$ cat config.mk
export PLATFORM = sky130hd
export DESIGN_NAME = regfile_access_ctrl
export DESIGN_NICKNAME = d
export VERILOG_FILES = /design/src/rtl/regfile_access_ctrl_pkg.sv /design/src/rtl/regfile_access_ctrl_rr_arbiter2.sv /design/src/rtl/regfile_access_ctrl.sv
export SDC_FILE = /design/constraint.sdc
export NUM_CORES = 1
export LEC_CHECK = 0
export CAP_MARGIN = 20
export CORE_AREA = 2 2 157 159
export CTS_BUF_LIST = sky130_fd_sc_hd__clkbuf_2 sky130_fd_sc_hd__clkbuf_4 sky130_fd_sc_hd__clkbuf_8
export CTS_CLUSTER_DIAMETER = 200
export DETAILED_ROUTE_END_ITERATION = 7
export DIE_AREA = 0 0 159 161
export SETUP_SLACK_MARGIN = 0.4
export SKIP_CTS_REPAIR_TIMING = 1
export SLEW_MARGIN = 25
export SYNTH_ARGS = -nofsm -noshare
export SYNTH_HDL_FRONTEND = slang
export SYNTH_SLANG_ARGS = --single-unit
$ cat constraint.sdc
create_clock -name clk -period 2 [get_ports clk]
set_clock_uncertainty 0.2 [all_clocks]
set_input_delay 0.4 -clock clk [delete_from_list [all_inputs] [get_ports clk]]
set_output_delay 0.4 -clock clk [all_outputs]
set_load 0.05 [all_outputs]
$ cat src/rtl/regfile_access_ctrl_pkg.sv
// Shared definitions for the register-file access controller.
package regfile_access_ctrl_pkg;

    // Default widths of the register select and data word.
    localparam int unsigned REG_ADDRESS_SIZE_DEF = 2;
    localparam int unsigned MEM_WORD_SIZE_DEF    = 64;

    // Controller state encoding (kept as plain constants for legacy tooling).
    localparam logic [1:0] IDLE    = 2'd0;
    localparam logic [1:0] RD_WAIT = 2'd1;
    localparam logic [1:0] RD_HOLD = 2'd2;

    // Grant type remembered by the round-robin arbiter.
    typedef enum logic {
        READ  = 1'b0,
        WRITE = 1'b1
    } grantType_t;

    // Round-robin pick when both requestors compete: favour the one not served last.
    function automatic grantType_t rrPick(input grantType_t lastGrant);
        return (lastGrant == READ) ? WRITE : READ;
    endfunction

endpackage

$ cat src/rtl/regfile_access_ctrl_rr_arbiter2.sv
// Two-requestor round-robin arbiter (read vs write) holding the last grant type.
module rr_arbiter2
    import regfile_access_ctrl_pkg::*;
(
    input  logic clk,
    input  logic rst_n,
    input  logic reqRead,
    input  logic reqWrite,
    output logic grantRead,
    output logic grantWrite
);

    grantType_t lastGrant;

    // Pick at most one requestor; alternate when both compete.
    always_comb begin
        grantRead  = 1'b0;
        grantWrite = 1'b0;
        if (reqRead && reqWrite) begin
            if (rrPick(lastGrant) == WRITE) begin
                grantWrite = 1'b1;
            end else begin
                grantRead = 1'b1;
            end
        end else begin
            grantRead  = reqRead;
            grantWrite = reqWrite;
        end
    end

    // Remember which type was served so the other one wins the next tie.
    always_ff @(posedge clk or negedge rst_n) begin
        if (!rst_n) begin
            lastGrant <= READ;
        end else if (grantWrite) begin
            lastGrant <= WRITE;
        end else if (grantRead) begin
            lastGrant <= READ;
        end
    end

endmodule

$ cat src/rtl/regfile_access_ctrl.sv
// Initiator-side controller serializing read/write requests onto a
// single-port register file and returning registered read responses.
module regfile_access_ctrl
    import regfile_access_ctrl_pkg::*;
#(
    parameter int unsigned REG_ADDRESS_SIZE = REG_ADDRESS_SIZE_DEF,
    parameter int unsigned MEM_WORD_SIZE    = MEM_WORD_SIZE_DEF
) (
    input  logic                        clk,
    input  logic                        rst_n,
    input  logic                        rdReqValid,
    output logic                        rdReqReady,
    input  logic [REG_ADDRESS_SIZE-1:0] rdSelA,
    input  logic [REG_ADDRESS_SIZE-1:0] rdSelB,
    input  logic                        wrReqValid,
    output logic                        wrReqReady,
    input  logic [REG_ADDRESS_SIZE-1:0] wrSel,
    input  logic [MEM_WORD_SIZE-1:0]    wrData,
    output logic                        rdRespValid,
    input  logic                        rdRespReady,
    output logic [MEM_WORD_SIZE-1:0]    rdDataA,
    output logic [MEM_WORD_SIZE-1:0]    rdDataB,
    output logic [REG_ADDRESS_SIZE-1:0] selA,
    output logic [REG_ADDRESS_SIZE-1:0] selB,
    output logic [REG_ADDRESS_SIZE-1:0] selWrite,
    output logic [MEM_WORD_SIZE-1:0]    writeIn,
    output logic                        isReading,
    input  logic [MEM_WORD_SIZE-1:0]    rfOutA,
    input  logic [MEM_WORD_SIZE-1:0]    rfOutB
);

    logic [1:0] state;
    logic       rdEligible;
    logic       reqRead;
    logic       reqWrite;
    logic       grantRead;
    logic       grantWrite;

    // A read may issue from IDLE, or from RD_HOLD when the held response leaves this cycle.
    // Requests are gated by rst_n so nothing is granted (and no write reaches the file) in reset.
    always_comb begin
        rdEligible = (state == IDLE) || ((state == RD_HOLD) && rdRespReady);
        reqRead    = rst_n && rdReqValid && rdEligible;
        reqWrite   = rst_n && wrReqValid;
    end

    rr_arbiter2 uArb (
        .clk        (clk),
        .rst_n      (rst_n),
        .reqRead    (reqRead),
        .reqWrite   (reqWrite),
        .grantRead  (grantRead),
        .grantWrite (grantWrite)
    );

    // Drive the register file and the request handshakes from the current grant.
    always_comb begin
        rdReqReady = 1'b0;
        wrReqReady = 1'b0;
        isReading  = 1'b1;
        selA       = '0;
        selB       = '0;
        selWrite   = '0;
        writeIn    = '0;
        if (grantWrite) begin
            wrReqReady = 1'b1;
            isReading  = 1'b0;
            selWrite   = wrSel;
            writeIn    = wrData;
        end else if (grantRead) begin
            rdReqReady = 1'b1;
            selA       = rdSelA;
            selB       = rdSelB;
        end
    end

    // Read FSM and response register; RD_WAIT captures what the file latched at the issuing edge.
    always_ff @(posedge clk or negedge rst_n) begin
        if (!rst_n) begin
            state       <= IDLE;
            rdRespValid <= 1'b0;
            rdDataA     <= '0;
            rdDataB     <= '0;
        end else begin
            case (state)
                IDLE: begin
                    if (grantRead) begin
                        state <= RD_WAIT;
                    end
                end
                RD_WAIT: begin
                    rdDataA     <= rfOutA;
                    rdDataB     <= rfOutB;
                    rdRespValid <= 1'b1;
                    state       <= RD_HOLD;
                end
                RD_HOLD: begin
                    if (rdRespReady) begin
                        rdRespValid <= 1'b0;
                        state       <= grantRead ? RD_WAIT : IDLE;
                    end
                end
                default: begin
                    rdRespValid <= 1'b0;
                    state       <= IDLE;
                end
            endcase
        end
    end

endmodule

# == Word-level counts from Yosys, hierarchy flattened ==
# Index checks and enable logic that the tools add are counted.
# totals
reg_bits,132
wordCells,42
# classes
n_reduce_logical,10
n_bitwise,1
muxes,22
n_eq_ne,4
# op_table
cell,count
$mux 64,1
$mux 2,7
$mux 1,12
$pmux 2 s3,1
$logic_and 1x1->1,5
$ne 2x2->1 const B,2
$reduce_and 2->1,2
$pmux 1 s3,1
$eq 2x1->1 const B,1
$eq 2x2->1 const B,1
$logic_not 2->1,1
$reduce_bool 2->1,1
$logic_or 1x1->1,1
$not 1->1,1

# == Logic depth before layout (Yosys ltp) ==
# Gate-level depths: netlist of the first run.
# depth
ltp_word,9
ltp_mapped,6
mapped_depth_nobuf,4

# == Hierarchy ==
# From an unflattened synthesis of the first run, not the netlist that was laid out.
# unflattened
hier_cells,368
hier_area_um2,5973.2
# modules_own_cells
mod,cells_per_inst,n_inst,seq_area_each_um2,area_per_inst_um2
regfile_access_ctrl,362,1,3278.1,5919.4
rr_arbiter2,6,1,25.0,53.8

# == Least setup slack after synthesis of the first run ==
# No wires, ideal clock.
# synth_path
kind,input port to output port
from,input rdReqValid
to,output selWrite[0]
path_stages,5
required_ns,1.400
setup_slack_ns,-0.358
arrival_ns,1.758
cell_sequence,and3b_1 a31o_4 clkinv_2 buf_2 and2_1
# synth_via
elab_chain_cells,5
# synth_lines
item,line,source
from (decl),regfile_access_ctrl.sv:11,"input logic rdReqValid,"
$logic_and 1x1->1 (2 in series),regfile_access_ctrl.sv:43,reqRead = rst_n && rdReqValid && rdEligible;
$logic_and 1x1->1,regfile_access_ctrl_rr_arbiter2.sv:19,if (reqRead && reqWrite) begin
$mux 1,regfile_access_ctrl_rr_arbiter2.sv:19,
$mux 2,regfile_access_ctrl.sv:65,if (grantWrite) begin
to (decl),regfile_access_ctrl.sv:25,"output logic [REG_ADDRESS_SIZE-1:0] selWrite,"
# Every way passes these cells.

# == Final worst setup path of the first run ==
# layout_path
from,input rdReqValid
to,output writeIn[13]
# layout_via
elab_chain_cells,5
# layout_lines
item,line,source
$logic_and 1x1->1 (2 in series),regfile_access_ctrl.sv:43,
$logic_and 1x1->1,regfile_access_ctrl_rr_arbiter2.sv:19,
$mux 1,regfile_access_ctrl_rr_arbiter2.sv:19,
$mux 64,regfile_access_ctrl.sv:65,
to (decl),regfile_access_ctrl.sv:26,"output logic [MEM_WORD_SIZE-1:0] writeIn,"
# Every way passes these cells.

==> impl_metrics.tcl, run 1 <==
set metrics [dict create \
    netlist_top_cells_count "dfrtp_1 (132), mux2_2 (128), and2_1 (70), buf_2 (14), buf_6 (4)" \
    grt_max_degree 87 \
    whs_ns -0.219 \
    post-route-drc-count 0 \
    r2r-start "state[1]" \
    drt-total-wl_um 23700 \
    power.internal_uw 10100 \
    dpl_cell_area_mm2 0.0107 \
    pwr-share-seq_pct 25.7 \
    synth_top_area_cell "dfrtp_1" \
    synth_edf_count 0 \
    clock-sinks 132 \
    drtAntennaViolNets 0 \
    p_switching_uw 7580 \
    worstPathRequired_ns 1.40 \
    gr-total-overflow 0 \
    insertedDiodeCount 0 \
    cts_tree "built" \
    wire_per_inst_um 19.4 \
    antenna_found_initial 2 \
    cp-start-kind "primary input" \
    multi_input_area_mm2 0.00264 \
    viasPerCell 4.12 \
    grt.total_usage_pct 15.7 \
    yosysTopAreaCellShare_pct 60.8 \
    portBuffers 404 \
    p_sw_share_pct 42.9 \
    min_period_ns 2.44 \
    synth_nets 570 \
    max-vdd-ir-drop_mv 1.01 \
    status "complete, but fails checks" \
    grt.busiest_layer "met2" \
    core.rowCount 57 \
    grt_pass1_wl_um 30200 \
    cts-root-buf "clkbuf_8" \
    io_pins 405 \
    cellLeakagePower_uw 0.00598 \
    syn_area_mm2 0.00543 \
    syn_inst 367 \
    die_area_mm2 0.0256 \
    hpwl_um 16200 \
    place_congestion 0.805 \
    start_util_pct 22.7 \
    grt_setup_unrepaired "true" \
    cts_made_buffers 17 \
    ys_ff_latch 132 \
    ys_seq_area_share_pct 60.8 \
    stdcell_count 1220 \
    yosys.cell_types.count 21 \
    max_freq_mhz 410 \
    crit_fanout 21 \
    synthTopCellsByArea "dfrtp_1 (61%), mux2_2 (27%), and2_1 (8.1%)" \
    worst_slew_pin_slew_ns 0.562 \
    max_slew_margin_pct 62.5 \
    p_comb_share_pct 59.3 \
    use_met3_pct 7.22 \
    cts_max_path_buffers 2 \
    regArea_mm2 0.00330 \
    report.final.slew_viol_count 0 \
    path_class "in2out" \
    clkSlewWorstSetupHoldPaths_ns 0.09 \
    cap_violations 0 \
    min_path_type "in2async" \
    cp-startpoint "rdReqValid" \
    drtIter0Drc 134 \
    worst_skew_pair.late_latency_ns 0.43 \
    detail_route.first_pass.iterations 4 \
    async_reset_ff_share_pct 100 \
    setup_slack_ns -0.438 \
    fin_crit_sh_pct 122 \
    pwr-share-clk_pct 15.0 \
    critPathArrivalTime_ns 1.84 \
    htree_num_levels 4 \
    num_vias 5027 \
    die_h_um 161 \
    hold_violations 46 \
    layout-drive-gt1-share_pct 61.8 \
    fillCellCount 2066 \
    synth_ff_type "dfrtp_1" \
    cp-end-kind "output pin" \
    area.growth.synth_to_final_pct 142 \
    fin_area_mm2 0.0131 \
    core_mm2 0.0240 \
    yosys_warnings 0 \
    grt_use_met2_pct 28.3 \
    die_w_um 159 \
    nets 1086 \
    violations "hold timing, setup timing" \
    grt_pass1_vias 4895 \
    numPlacedInstances 1102 \
    power_density_mw_per_mm2 1350 \
    met1_usage_pct 16.6 \
    synth_most_common_cell "dfrtp_1" \
    syn_area_per_cell_um2 14.8 \
    setup_viol 73 \
]
[kinds of logic after synthesis]
logic type / after synthesis / share of synthesized area, %
AOI/OAI and AO/OA: 6 / 0.899
DFF: 132 / 60.8
and+or+nand+nor: 79 / 9.17
muxes: 128 / 26.5
buffers and inverters: 22 / 2.54
[state kept, by name (all words and copies together) (netlist names)]
| name | flops |
|---|---|
| uArb.lastGrant | 1 |
| state | 2 |
| rdDataA | 64 |
| rdRespValid | 1 |
| rdDataB | 64 |
[power by group through the flow]
stage	registers, uW	logic, uW	clock network [uW]
4_1_cts	4280	8230	2730
2_1_floorplan	8000	1470	0
3_5_place_dp	4320	8230	0
3_3_place_gp	4280	8190	0
6_report	4530	10500	2650
5_1_grt	4640	10800	2860
[placed cells by master (no fill, tap or decap), drive strengths merged, types with 2 or more instances in the layout]
cell type	count
and2	70
and4	2
buf	304
bufinv	4
clkbuf	31
clkdlybuf4s50	200
clkinv	3
dfrtp	132
inv	8
mux2	128
nand2b	2
[per-stage QoR]
| stage | setup TNS [ns] | utilization [%] | setup WS [ns] | power, uW |
|---|---|---|---|---|
| 3_3_place_gp | -28.70 | 44.4 | -0.447 | 12500 |
| 6_report | -28.86 | 54.8 | -0.438 | 17700 |
| 2_1_floorplan | -1.28 | - | -0.0283 | 9470 |
| 5_1_grt | -36.47 | 54.8 | -0.547 | 18300 |
| 3_5_place_dp | -30.67 | 44.4 | -0.466 | 12600 |
| 4_1_cts | -33.55 | 46.4 | -0.519 | 15200 |
[worst max-delay path, stage by stage]
cell	delay [ns]
clkdlybuf4s50_1	0.42
and3b_2	0.23
a31o_4	0.24
inv_8	0.09
buf_12	0.14
and2_2	0.17
buf_12	0.14
[cell type report]
| class | count | area share, % |
|---|---|---|
| clock buffer | 18 | 1.89 |
| clock inverter | 14 | 1.62 |
| inverter | 1 | 0.0858 |
| multi-input combinational | 213 | 20.1 |
| sequential | 132 | 25.2 |
| tap | 324 | 3.09 |
| timing repair buffer | 518 | 48.0 |
[metal layers]
metal | up-vias | routed length, um
li1 | 2282 | -
met1 | 2467 | 8880
met2 | 253 | 12400
met3 | 21 | 2100
met4 | 4 | 340
met5 | - | 23
[final timing paths]
kind                       cells after the start           to  slack (ns)
setup / recovery                               7  writeIn[13]       -0.44
hold / removal                                 2  rdDataA[14]       -0.22
setup reg to reg                               5  rdDataA[39]        0.18
hold reg to reg                                1  rdDataA[30]        0.34
max in group asynchronous                      3   rdDataA[0]        0.96
min in group clk                               4  rdRespValid        0.21
Power figures use the tool's default switching activity.
==> run 2, diff against run 1 <==
--- a/config.mk
+++ b/config.mk
@@ -6,14 +6,17 @@
 export NUM_CORES = 1
 export LEC_CHECK = 0
 export CAP_MARGIN = 20
-export CORE_AREA = 2 2 157 159
+export CORE_AREA = 2 2 155 157
 export CTS_BUF_LIST = sky130_fd_sc_hd__clkbuf_2 sky130_fd_sc_hd__clkbuf_4 sky130_fd_sc_hd__clkbuf_8
 export CTS_CLUSTER_DIAMETER = 200
 export DETAILED_ROUTE_END_ITERATION = 7
-export DIE_AREA = 0 0 159 161
+export DIE_AREA = 0 0 157 159
+export GPL_ROUTABILITY_DRIVEN = 0
+export HOLD_SLACK_MARGIN = 0.05
 export SETUP_SLACK_MARGIN = 0.4
 export SKIP_CTS_REPAIR_TIMING = 1
 export SLEW_MARGIN = 25
 export SYNTH_ARGS = -nofsm -noshare
 export SYNTH_HDL_FRONTEND = slang
+export SYNTH_HIERARCHICAL = 1
 export SYNTH_SLANG_ARGS = --single-unit
==> run 2 against run 1 <==
Critical path depth unchanged. Largest power group unchanged. Critical endpoint is now selB[1]. Register-to-register slack lost 0.15 ns. Non-clock buffer count down 58. The run still ends with hold timing, setup timing left. Critical path type is now reg2out. Die area down 2.5%. Sequential share of layout area is 2.2 points higher. Wire length decreased by 5.9%. Global-route usage rose by 0.50 points. Final area fell by 8.1%. Synthesized cell count is 0.27% higher. Clock power fell by 10%.
==> impl_metrics.tcl, run 2 <==
set metrics [dict create \
    critPathArrivalTime_ns 1.87 \
    p_sw_share_pct 47.5 \
    largest_registers "rdDataA: 64 flops, rdDataB: 64 flops, state: 2 flops" \
    grt_pass1_vias 5099 \
    core.rowCount 56 \
    layout-drive-gt1-share_pct 59.1 \
    synth_nets 571 \
    max_freq_mhz 405 \
    worst_slew_pin_slew_ns 0.598 \
    synthSimpleGateAreaFrac_pct 8.29 \
    final_core_util_pct 52.0 \
    yosys.area_share.adder_pct 0 \
    synth_top_area_cell "dfrtp_1" \
    yosysTopAreaCellShare_pct 55.3 \
    antenna_found_initial 1 \
    final_common_cell "clkdlybuf4s50_1" \
    cts-root-buf "clkbuf_8" \
    violations "hold timing, setup timing" \
    final_cell_mix "clkdlybuf4s50_1 (199), buf_4 (141), dfrtp_1 (132)" \
    worst_skew_pair.late_latency_ns 0.42 \
    grt_setup_unrepaired "true" \
    setup_viol 73 \
    syn_area_per_cell_um2 16.2 \
    max_slew_margin_pct 60.2 \
    hold_violations 36 \
    drtAntennaViolNets 0 \
    p_comb_share_pct 60.5 \
    min_path_type "in2async" \
    pwr-share-clk_pct 13.0 \
    cp-start-kind "register" \
    wire_per_inst_um 19.2 \
    cellLeakagePower_uw 0.00549 \
    max-vdd-ir-drop_mv 0.811 \
    htree_num_levels 4 \
    worstPathRequired_ns 1.40 \
    setup_tns_ns -31.22 \
    grt.total_usage_pct 16.2 \
    cts_made_buffers 17 \
    synth-compound-area-share_pct 0.545 \
    cts_tree "built" \
    viasPerCell 4.10 \
    ys_ff_latch 132 \
    synthTopCellsByArea "dfrtp_1 (55%), mux2_4 (27%), and2_1 (7.5%)" \
    pwr-share-seq_pct 26.5 \
    fin_crit_sh_pct 123 \
    hpwl_um 16200 \
    path_class "reg2out" \
    die_area_mm2 0.0250 \
    grt_max_degree 97 \
    synth_edf_count 0 \
    netlist_top_cells_count "dfrtp_1 (132), mux2_4 (109), and2_1 (72), mux2_2 (19), buf_12 (11)" \
    nets 1029 \
    detail_route.first_pass.iterations 4 \
    report.final.slew_viol_count 0 \
    io_pins 405 \
    drtIter0Drc 173 \
    synth_most_common_cell "dfrtp_1" \
    post-route-drc-count 0 \
    whs_ns -0.146 \
    cap_violations 0 \
    drt-total-wl_um 22300 \
    async_reset_ff_share_pct 100 \
    synth_top_family_by_area "multiplexers" \
    cts_max_path_buffers 2 \
    setup_slack_ns -0.469 \
    min_period_ns 2.47 \
    gr-total-overflow 0 \
    power_density_mw_per_mm2 1520 \
    syn_inst 368 \
    grt_pass1_wl_um 30600 \
    cp-end-kind "output pin" \
    clock-sinks 132 \
    yosys_warnings 6 \
    ys_seq_area_share_pct 55.3 \
    num_vias 4757 \
    yosys-mux-area-fraction_pct 31.0 \
    die_w_um 157 \
    area.growth.synth_to_final_pct 102 \
    synth_ff_type "dfrtp_1" \
    die_h_um 159 \
    syn_area_mm2 0.00597 \
    power.internal_uw 9620 \
    clkSlewWorstSetupHoldPaths_ns 0.09 \
    reg2reg_slack_ns 0.03 \
    p_switching_uw 8690 \
    yosys.cell_types.count 20 \
    status "complete, but fails checks" \
    crit_fanout 7 \
    core_mm2 0.0232 \
    synth_xor_area_share_pct 0 \
    start_util_pct 25.8 \
    portBuffers 404 \
]
-- run 2: cell types whose count changed after synthesis, moves of 2 or more --
| cell | previous run | this run |
|---|---|---|
| buf_2 | 14 | 0 |
| and4_1 | 2 | 0 |
| clkbuf_2 | 2 | 0 |
| clkbuf_1 | 0 | 7 |
| and2_1 | 70 | 72 |
| buf_6 | 4 | 1 |
| buf_12 | 0 | 11 |
| mux2_4 | 0 | 109 |
| mux2_2 | 128 | 19 |
| inv_1 | 0 | 3 |
-- run 2: layout make-up --
type                    count  area, um^2
clock inverters            14         165
inverters                   3        11.3
well taps                 319         399
clock buffers              18         248
diodes                      1        2.50
fillers                  1919       11100
multi-input cells         212        2650
repair buffers            460        5280
flip-flops and latches    132        3300
-- run 2: power groups by stage --
stage | clock network, uW | registers, uW | logic [uW]
floorplan | 0 | 9440 | 2520
global placement | 0 | 4810 | 10600
detailed placement | 0 | 4860 | 10700
CTS | 2480 | 4850 | 10700
global route | 2630 | 5010 | 11400
finish | 2380 | 4850 | 11100
-- run 2: routing by layer --
metal | vias to the layer above | global-route usage [%] | share of wire (%)
li1 | 2160 | - | -
met1 | 2346 | 17.5 | 38
met2 | 233 | 29.5 | 53
met3 | 18 | 5.69 | 8.1
met4 | 0 | 4.63 | 1.5
met5 | - | 0 | 0
-- run 2: logic make-up after synthesis --
logic type,count (synthesis)
buf+inv,24
mux,128
flops,132
simple gates,79
compound gates,5
-- run 2: final timing paths --
check	depth (start not counted)	end	startpoint
setup reg to reg	7	rdDataB[18]	state[1]
max in group asynchronous	3	rdDataB[53]	rst_n
min in group clk	3	rdRespValid	rdRespReady
setup / recovery	7	selB[1]	state[1]
hold / removal	2	rdDataA[40]	rst_n
hold reg to reg	1	rdRespValid	rdRespValid
-- run 2: per-stage QoR --
| stage | setup slack, ns | total power (uW) | std cells | hold WS, ns | instance area, um^2 |
|---|---|---|---|---|---|
| 6_report | -0.469 | 18300 | 1159 | -0.146 | 12100 |
| 5_1_grt | -0.585 | 19100 | 1159 | -0.150 | 12100 |
| 4_1_cts | -0.661 | 18100 | 1124 | -0.151 | 11300 |
| 3_5_place_dp | -0.651 | 15600 | 1092 | 0.279 | 10900 |
| 3_3_place_gp | -0.607 | 15500 | 1092 | 0.277 | 10900 |
| 2_1_floorplan | -0.261 | 12000 | 368 | -0.0956 | 6190 |
-- run 2: worst max-delay path, stage by stage, from the launching register on --
cell      delay (ns)
dfrtp_1         0.39
nor2b_4         0.14
nor3_4          0.18
a21boi_4        0.09
buf_12          0.16
nor2b_4         0.17
and2_4          0.18
buf_8           0.14
